--- src/rtl/regfile_wb_scheduler.sv ---
// ---------------------------------------------------------------------------
// regfile_wb_scheduler
//
// Shares the single RegisterFile write port between the main pipeline
// writeback and the multicycle (mul/div) unit.
// - The pipeline always wins the slot.
// - Multicycle results always pass through a small FIFO and are drained
//   whenever the pipeline leaves the slot free.
// - A 32-bit scoreboard marks registers that have an outstanding multicycle
//   write. Decode is stalled on RAW (rs/rt) or WAW (issue_rd) hits against it.
// - If the pipeline keeps a non-empty FIFO blocked for STARVE_LIMIT cycles,
//   pipe_hold asks the pipeline for a writeback bubble.
//
// Optional feature (macro SB_EARLY_CLR_EN):
//   defined   - a busy bit clears on the same edge its result is driven onto
//               the rf outputs (for a write-before-read RegisterFile).
//   undefined - a busy bit clears one edge later, when RegisterFile commits.
//
// Ports:
//   clock, reset                 rising-edge clock, synchronous active-high reset
//   pipe_we, pipe_rd, pipe_data  pipeline writeback request
//   mc_valid, mc_rd, mc_data     multicycle result (accepted when mc_ready)
//   mc_ready                     FIFO has room (from registered count only)
//   issue_mc, issue_rd           decode issuing a multicycle op and its rd
//   rs_chk, rt_chk               decode source registers to hazard-check
//   stall                        decode must hold (combinational)
//   pipe_hold                    request a pipeline writeback bubble
//   rf_we, rf_rd, rf_data        registered RegisterFile write port
// ---------------------------------------------------------------------------
module regfile_wb_scheduler #(
  parameter int DEPTH        = 2,
  parameter int STARVE_LIMIT = 4
) (
  input  logic        clock,
  input  logic        reset,
  input  logic        pipe_we,
  input  logic [4:0]  pipe_rd,
  input  logic [31:0] pipe_data,
  input  logic        mc_valid,
  input  logic [4:0]  mc_rd,
  input  logic [31:0] mc_data,
  output logic        mc_ready,
  input  logic        issue_mc,
  input  logic [4:0]  issue_rd,
  input  logic [4:0]  rs_chk,
  input  logic [4:0]  rt_chk,
  output logic        stall,
  output logic        pipe_hold,
  output logic        rf_we,
  output logic [4:0]  rf_rd,
  output logic [31:0] rf_data
);

  localparam int PW = (DEPTH > 1) ? $clog2(DEPTH) : 1;
  localparam int CW = $clog2(DEPTH + 1);
  localparam logic [CW-1:0] DEPTH_C  = CW'(DEPTH);
  localparam logic [PW-1:0] LAST_PTR = PW'(DEPTH - 1);
  localparam logic [3:0]    LIMIT_C  = 4'(STARVE_LIMIT);

  typedef enum logic [1:0] {
    ST_IDLE,
    ST_PEND,
    ST_FORCE
  } starve_state_e;

  // FIFO storage and control
  logic [4:0]    buf_rd_q   [DEPTH];
  logic [4:0]    buf_rd_d   [DEPTH];
  logic [31:0]   buf_data_q [DEPTH];
  logic [31:0]   buf_data_d [DEPTH];
  logic [PW-1:0] rd_ptr_q, rd_ptr_d;
  logic [PW-1:0] wr_ptr_q, wr_ptr_d;
  logic [CW-1:0] count_q, count_d;

  // Scoreboard
  logic [31:0]   busy_q, busy_d;
`ifndef SB_EARLY_CLR_EN
  logic          clr_valid_q, clr_valid_d;
  logic [4:0]    clr_rd_q, clr_rd_d;
`endif

  // Registered write port
  logic          rf_we_q, rf_we_d;
  logic [4:0]    rf_rd_q, rf_rd_d;
  logic [31:0]   rf_data_q, rf_data_d;

  // Starvation tracking
  starve_state_e state_q, state_d;
  logic [3:0]    starve_q, starve_d;

  logic          push;
  logic          pop;
  logic          set_busy;
  logic [4:0]    head_rd;
  logic [31:0]   head_data;

  function automatic logic [PW-1:0] next_ptr(input logic [PW-1:0] p);
    return (p == LAST_PTR) ? '0 : p + PW'(1);
  endfunction

  // The pop happens whenever the pipeline leaves the slot free; a push needs
  // room measured before this edge, so a full FIFO never accepts even if it
  // is popping in the same cycle.
  always_comb begin
    mc_ready  = (count_q < DEPTH_C);
    push      = mc_valid & mc_ready;
    pop       = ~pipe_we & (count_q != '0);
    head_rd   = buf_rd_q[rd_ptr_q];
    head_data = buf_data_q[rd_ptr_q];
    stall     = busy_q[rs_chk] | busy_q[rt_chk] | (issue_mc & busy_q[issue_rd]);
    set_busy  = issue_mc & (issue_rd != 5'd0) & ~stall;
    pipe_hold = (state_q == ST_FORCE);
    rf_we     = rf_we_q;
    rf_rd     = rf_rd_q;
    rf_data   = rf_data_q;
  end

  always_comb begin
    buf_rd_d   = buf_rd_q;
    buf_data_d = buf_data_q;
    wr_ptr_d   = wr_ptr_q;
    rd_ptr_d   = rd_ptr_q;
    count_d    = count_q + CW'(push) - CW'(pop);
    if (push) begin
      buf_rd_d[wr_ptr_q]   = mc_rd;
      buf_data_d[wr_ptr_q] = mc_data;
      wr_ptr_d             = next_ptr(wr_ptr_q);
    end
    if (pop) begin
      rd_ptr_d = next_ptr(rd_ptr_q);
    end
  end

  // Writes to R0 still take the slot (and pop the FIFO) but never enable
  // the register file.
  always_comb begin
    rf_we_d   = 1'b0;
    rf_rd_d   = rf_rd_q;
    rf_data_d = rf_data_q;
    if (pipe_we) begin
      rf_we_d   = (pipe_rd != 5'd0);
      rf_rd_d   = pipe_rd;
      rf_data_d = pipe_data;
    end else if (pop) begin
      rf_we_d   = (head_rd != 5'd0);
      rf_rd_d   = head_rd;
      rf_data_d = head_data;
    end
  end

  // The clear is applied before the set so a same-edge set on the same
  // register wins.
  always_comb begin
    busy_d = busy_q;
`ifdef SB_EARLY_CLR_EN
    if (pop) begin
      busy_d[head_rd] = 1'b0;
    end
`else
    clr_valid_d = pop;
    clr_rd_d    = head_rd;
    if (clr_valid_q) begin
      busy_d[clr_rd_q] = 1'b0;
    end
`endif
    if (set_busy) begin
      busy_d[issue_rd] = 1'b1;
    end
    busy_d[0] = 1'b0;
  end

  // In PEND the FIFO is non-empty, so a cycle without a pop is a cycle in
  // which the pipeline blocked it.
  always_comb begin
    state_d  = state_q;
    starve_d = starve_q;
    case (state_q)
      ST_IDLE: begin
        starve_d = 4'd0;
        if (count_d != '0) begin
          state_d = ST_PEND;
        end
      end
      ST_PEND: begin
        if (count_d == '0) begin
          state_d  = ST_IDLE;
          starve_d = 4'd0;
        end else if (pop) begin
          starve_d = 4'd0;
        end else if (pipe_we) begin
          starve_d = starve_q + 4'd1;
          if (starve_d == LIMIT_C) begin
            state_d = ST_FORCE;
          end
        end
      end
      ST_FORCE: begin
        if (pop) begin
          starve_d = 4'd0;
          state_d  = (count_d == '0) ? ST_IDLE : ST_PEND;
        end
      end
      default: begin
        state_d  = ST_IDLE;
        starve_d = 4'd0;
      end
    endcase
  end

  always_ff @(posedge clock) begin
    if (reset) begin
      rd_ptr_q    <= '0;
      wr_ptr_q    <= '0;
      count_q     <= '0;
      busy_q      <= '0;
`ifndef SB_EARLY_CLR_EN
      clr_valid_q <= 1'b0;
      clr_rd_q    <= 5'd0;
`endif
      rf_we_q     <= 1'b0;
      rf_rd_q     <= 5'd0;
      rf_data_q   <= 32'd0;
      state_q     <= ST_IDLE;
      starve_q    <= 4'd0;
    end else begin
      rd_ptr_q    <= rd_ptr_d;
      wr_ptr_q    <= wr_ptr_d;
      count_q     <= count_d;
      busy_q      <= busy_d;
`ifndef SB_EARLY_CLR_EN
      clr_valid_q <= clr_valid_d;
      clr_rd_q    <= clr_rd_d;
`endif
      rf_we_q     <= rf_we_d;
      rf_rd_q     <= rf_rd_d;
      rf_data_q   <= rf_data_d;
      state_q     <= state_d;
      starve_q    <= starve_d;
    end
  end

  // FIFO contents are only meaningful below count, so they need no reset.
  always_ff @(posedge clock) begin
    buf_rd_q   <= buf_rd_d;
    buf_data_q <= buf_data_d;
  end

endmodule

--- config.mk ---
export PLATFORM = sky130hd
export DESIGN_NAME = regfile_wb_scheduler
export DESIGN_NICKNAME = d
export VERILOG_FILES = /design/src/rtl/regfile_wb_scheduler.sv
export SDC_FILE = /design/constraint.sdc
export NUM_CORES = 1
export LEC_CHECK = 0
export BUFFER_PORTS_ARGS = -buffer_cell sky130_fd_sc_hd__buf_2
export CORE_MARGIN = 4
export CORE_UTILIZATION = 55
export DETAILED_ROUTE_END_ITERATION = 10
export MAX_ROUTING_LAYER = met4
export PLACE_DENSITY = 0.85
export SETUP_SLACK_MARGIN = 0.15
export SYNTH_ARGS = -nofsm -noshare
export SYNTH_HDL_FRONTEND = slang
export SYNTH_SLANG_ARGS = --single-unit
--- constraint.sdc ---
create_clock -name clock -period 5.4 [get_ports clock]
set_clock_uncertainty 0.05 [all_clocks]
set_input_delay 0.27 -clock clock [delete_from_list [all_inputs] [get_ports clock]]
set_output_delay 0.27 -clock clock [all_outputs]
set_load 0.005 [all_outputs]
==> summary.md <==
| Metric | Value |
|---|---|
| Antenna diodes | `0` |
| Largest family of logic cells by synthesized area | `simple AND/OR/NAND/NOR gates` |
| Skew-Pair Late Insertion Delay | `0.43 ns` |
| Vias per cell | `6.14` |
| Die width | `124 µm` |
| Worst hold start | `pipe_data[16]` |
| Post-DP Area | `8140 µm²` |
| Critical Path End Type | `flop` |
| Initial DRC count | `568` |
| GRT met2 Usage | `between 40% and 50%` |
| EDFF count, synth | `74` |
| Gp weighted congestion | `0.929` |
| Layout cells sized above 1 | `25.1%` |
| CP Buf/Inv Count | `0` |
| Mean routed wirelength per cell | `19.5 µm` |
| Clock period minus worst slack | `between 2 and 3 ns` |
| Post-synth top flop | `dfxtp_1` |
| Final Hold Viols | `0` |
| Netlist cell types | `63` |
| Worst endpoint data arrival time | `between 3 and 4 ns` |
| Gate Count Post-Synth | `682` |
| Site Rows | `42` |
| CP cell instances | `mux2_1, o311ai_0, a311oi_1, nor4_1, nand3_2, o41ai_2` |
| CTS clock-pin slew for the worst setup and hold paths | `roughly 0.06 ns` |
| Flop-to-flop setup slack | `approximately 2.5 ns` |
| Global-route wire length before repair | `30600 µm` |
| Vias post-DR | `6223` |
| GRT met3 Usage | `6.77%` |
| PwrDens | `between 400 and 500 nW/µm²` |
| Synth Area in Compound Gates | `14.8%` |
| CP max FO | `31` |
| Die Ht | `124 µm` |
| Worst Path Required | `5.66 ns` |
| Outcome | `completed` |
| Area growth syn-to-layout | `22.5%` |
| Nets | `922` |
| Total wire length | `19700 µm` |
| Die ar. | `15400 µm²` |
| Top Ports | `135` |
| Clock sinks | `159` |
| Initial DRT Pass Iterations | `7` |
| Area share of fa/ha/maj cells after synthesis | `0.506%` |
| Placed wire-length estimate | `12500 µm` |
| Post-synthesis mux area share | `11.9%` |
| FF/Latch Area | `between 3000 and 4000 µm²` |
| Max incr delay on CP | `0.70 ns` |
| Synth Area per Inst | `approximately 11 µm²` |
| Max-Cap Viols | `0` |
| Mapped Area | `around 7400 µm²` |
| Startpoint Class | `flop` |
| Register area share after synthesis | `a little over half` |
| Worst-Margin Slew | `1.10 ns` |
| Syn_nets | `around 780` |
| CTS tree | `done` |
| Critical path class | `reg -> reg` |
| Flops & latches, synth | `159` |
| Area taken by multi-input logic gates | `3270 µm²` |
| Hold_ws | `0.0224 ns` |
| Vias in the first global route | `6074` |
| FMAX | `0.342 GHz` |
| Final worst-path cycle share | `54.1%` |
| H-tree Lvls | `4` |
| Clock buffer depth | `2` |
| Place WS | `2.20 ns` |
| GR Util met1 | `roughly a third` |
| Simple-gate portion of the synthesized area | `between 15 and 20%` |
| CP top delay family | `simple AND/OR/NAND/NOR gates` |
| FILL cells | `908` |
| Setup_tns | `0 ns` |
| Final std cell area, no fill | `9090 µm²` |
| Slew HR | `26.2%` |
| Xor/xnor share of the synthesized area | `0.590%` |
| Slew Limit Fails | `0` |
| Core Region | `between 10000 and 15000 µm²` |
| IO Port Bufs | `around 130` |
| Unrepaired setup endpoints after global routing | `no` |
| Cts bufs inserted | `17` |
| Async set or reset register ratio after synthesis | `0%` |
| # setup viols final | `0` |
| Yosys warns | `0` |
| R2R Path Start | `busy_q[12]` |
| Initial antenna violation count | `0` |
| CP max stage cell | `nand3_2` |
| Root buffer cell | `clkbuf_16` |
| Worst min path class | `in -> reg` |
| VDD IR max | `~0.32 mV` |
| Number of nets with antenna violations after routing | `0` |
| Busiest grt layer | `met2` |
| Leakage | `between 0.003 and 0.004 µW` |
| Total gr overflow | `0` |
| Total power | `3640 µW` |
| Crit path launch | `busy_q[12]` |
| Largest net degree at the start of global routing | `90` |
| GRT Overall Usage | `between 20% and 30%` |
| Initial core utilization | `56.1%` |
| Final setup margin | `between 2 and 2.5 ns` |
| Setup Buffers After CTS | `0` |
| DRC violations left | `0` |
## synthesized netlist by cell type (3+ instances only)
master    number  share of area (%)
buf_2          6               0.40
ha_1           3               0.51
a22oi_1        3               0.30
nor3_1         4               0.27
a31oi_1        3               0.25
nand2_1       27                1.4
mux2_1         3               0.46
nand4_1        3               0.25
mux2i_1       48                6.5
nand3b_1      22                2.2
edfxtp_1      74                 30
and3_1         3               0.25
nand2b_1       5               0.42
o21ai_0       17                1.1
mux2_2         3               0.46
mux4_2        15                4.6
or3_1          6               0.51
nor3b_1        7               0.71
o21ai_1       20                1.3
buf_1          7               0.35
dfxtp_1       85                 23
a21oi_1       42                2.8
clkbuf_1      36                1.8
inv_1          7               0.35
xnor2_1        4               0.47
and3b_1        4               0.47
o41ai_2       10                2.2
a211oi_1      38                3.8
nor2_1        92                4.7
nand3_1       16                1.1
nor2b_1       26                2.2
## worst min-delay path, stage by stage
cell     delay (ns)
buf_2          0.08
a21oi_1        0.05
nor2_1         0.07
## cell families after synthesis
| kind of cell | after synthesis |
|---|---|
| muxes | 69 |
| buffers and inverters | 58 |
| and+or+nand+nor | 230 |
| DFF | 159 |
| AOI/OAI and AO/OA | 158 |
| xor gates and xnor gates | 5 |
| adders and majority gates | 3 |
## metrics by stage
stage               instances  util (%)
floorplan                 682         -
detailed placement        945      61.5
global route             1014      68.7
finish                   1014      68.7
global placement          945      61.5
CTS                      1014      68.7
## layout make-up
type | instances | area share (%)
timing repair buffer | 175 | 11.8
inverter | 7 | 0.289
multi-input combinational | 465 | 35.9
tap | 176 | 2.42
clock inverter | 12 | 1.36
sequential | 159 | 43.2
clock buffer | 20 | 5.02
## power by group
part           total, µW  switching (µW)  internal, µW
combinational        926             565           360
clock               1180             509           670
sequential          1540             101          1440
total               3640            1180          2470
## routing by layer
layer,vias up,wire length (µm)
li1,2837,-
met5,-,0
met3,56,1830
met1,2947,7350
met2,383,9980
met4,0,568
## state kept, by name, indices dropped and copies added, names as in the netlist
name         flops
buf_rd_q        10
starve_q         4
rf_rd            5
wr_ptr_q         1
clr_rd_q         5
state_q          2
rf_we            1
rf_data         32
buf_data_q      64
rd_ptr_q         1
busy_q          31
count_q          2
clr_valid_q      1
## placed cells by master, fill, tap and decap left out, types with 3 or more instances in the layout
cell type	instances
clkbuf_16	17
nand2_1	27
and3_1	3
nor2_1	92
edfxtp_1	74
a31oi_1	3
nand3_1	16
and3b_1	4
or3_1	6
o21ai_0	17
nor2b_1	25
mux2_2	3
mux2i_1	48
nand2b_1	5
a211oi_1	38
nand4_1	3
nor3_1	4
mux4_2	15
buf_2	134
clkinv_4	3
dlygate4sd3_1	37
dfxtp_1	84
buf_4	4
nor3b_1	7
a21oi_1	42
mux2_1	3
xnor2_1	4
nand3b_1	22
o41ai_2	10
inv_1	7
inv_6	6
ha_1	3
o21ai_1	20
a22oi_1	3
## path summary, 6_finish.rpt
path | end | cells after the start
min reg2reg | clr_rd_q[2] | 2
max reg2reg | busy_q[9] | 6
min | rf_data[16] | 3
max | busy_q[9] | 6
## timing repair
item | 4_1_cts | 5_1_grt
endpoints found under the hold margin | 74 | 0
hold buffers | 37 | 0
resized for setup | 0 | 0
No activity file was read; power rests on OpenSTA's default activity.
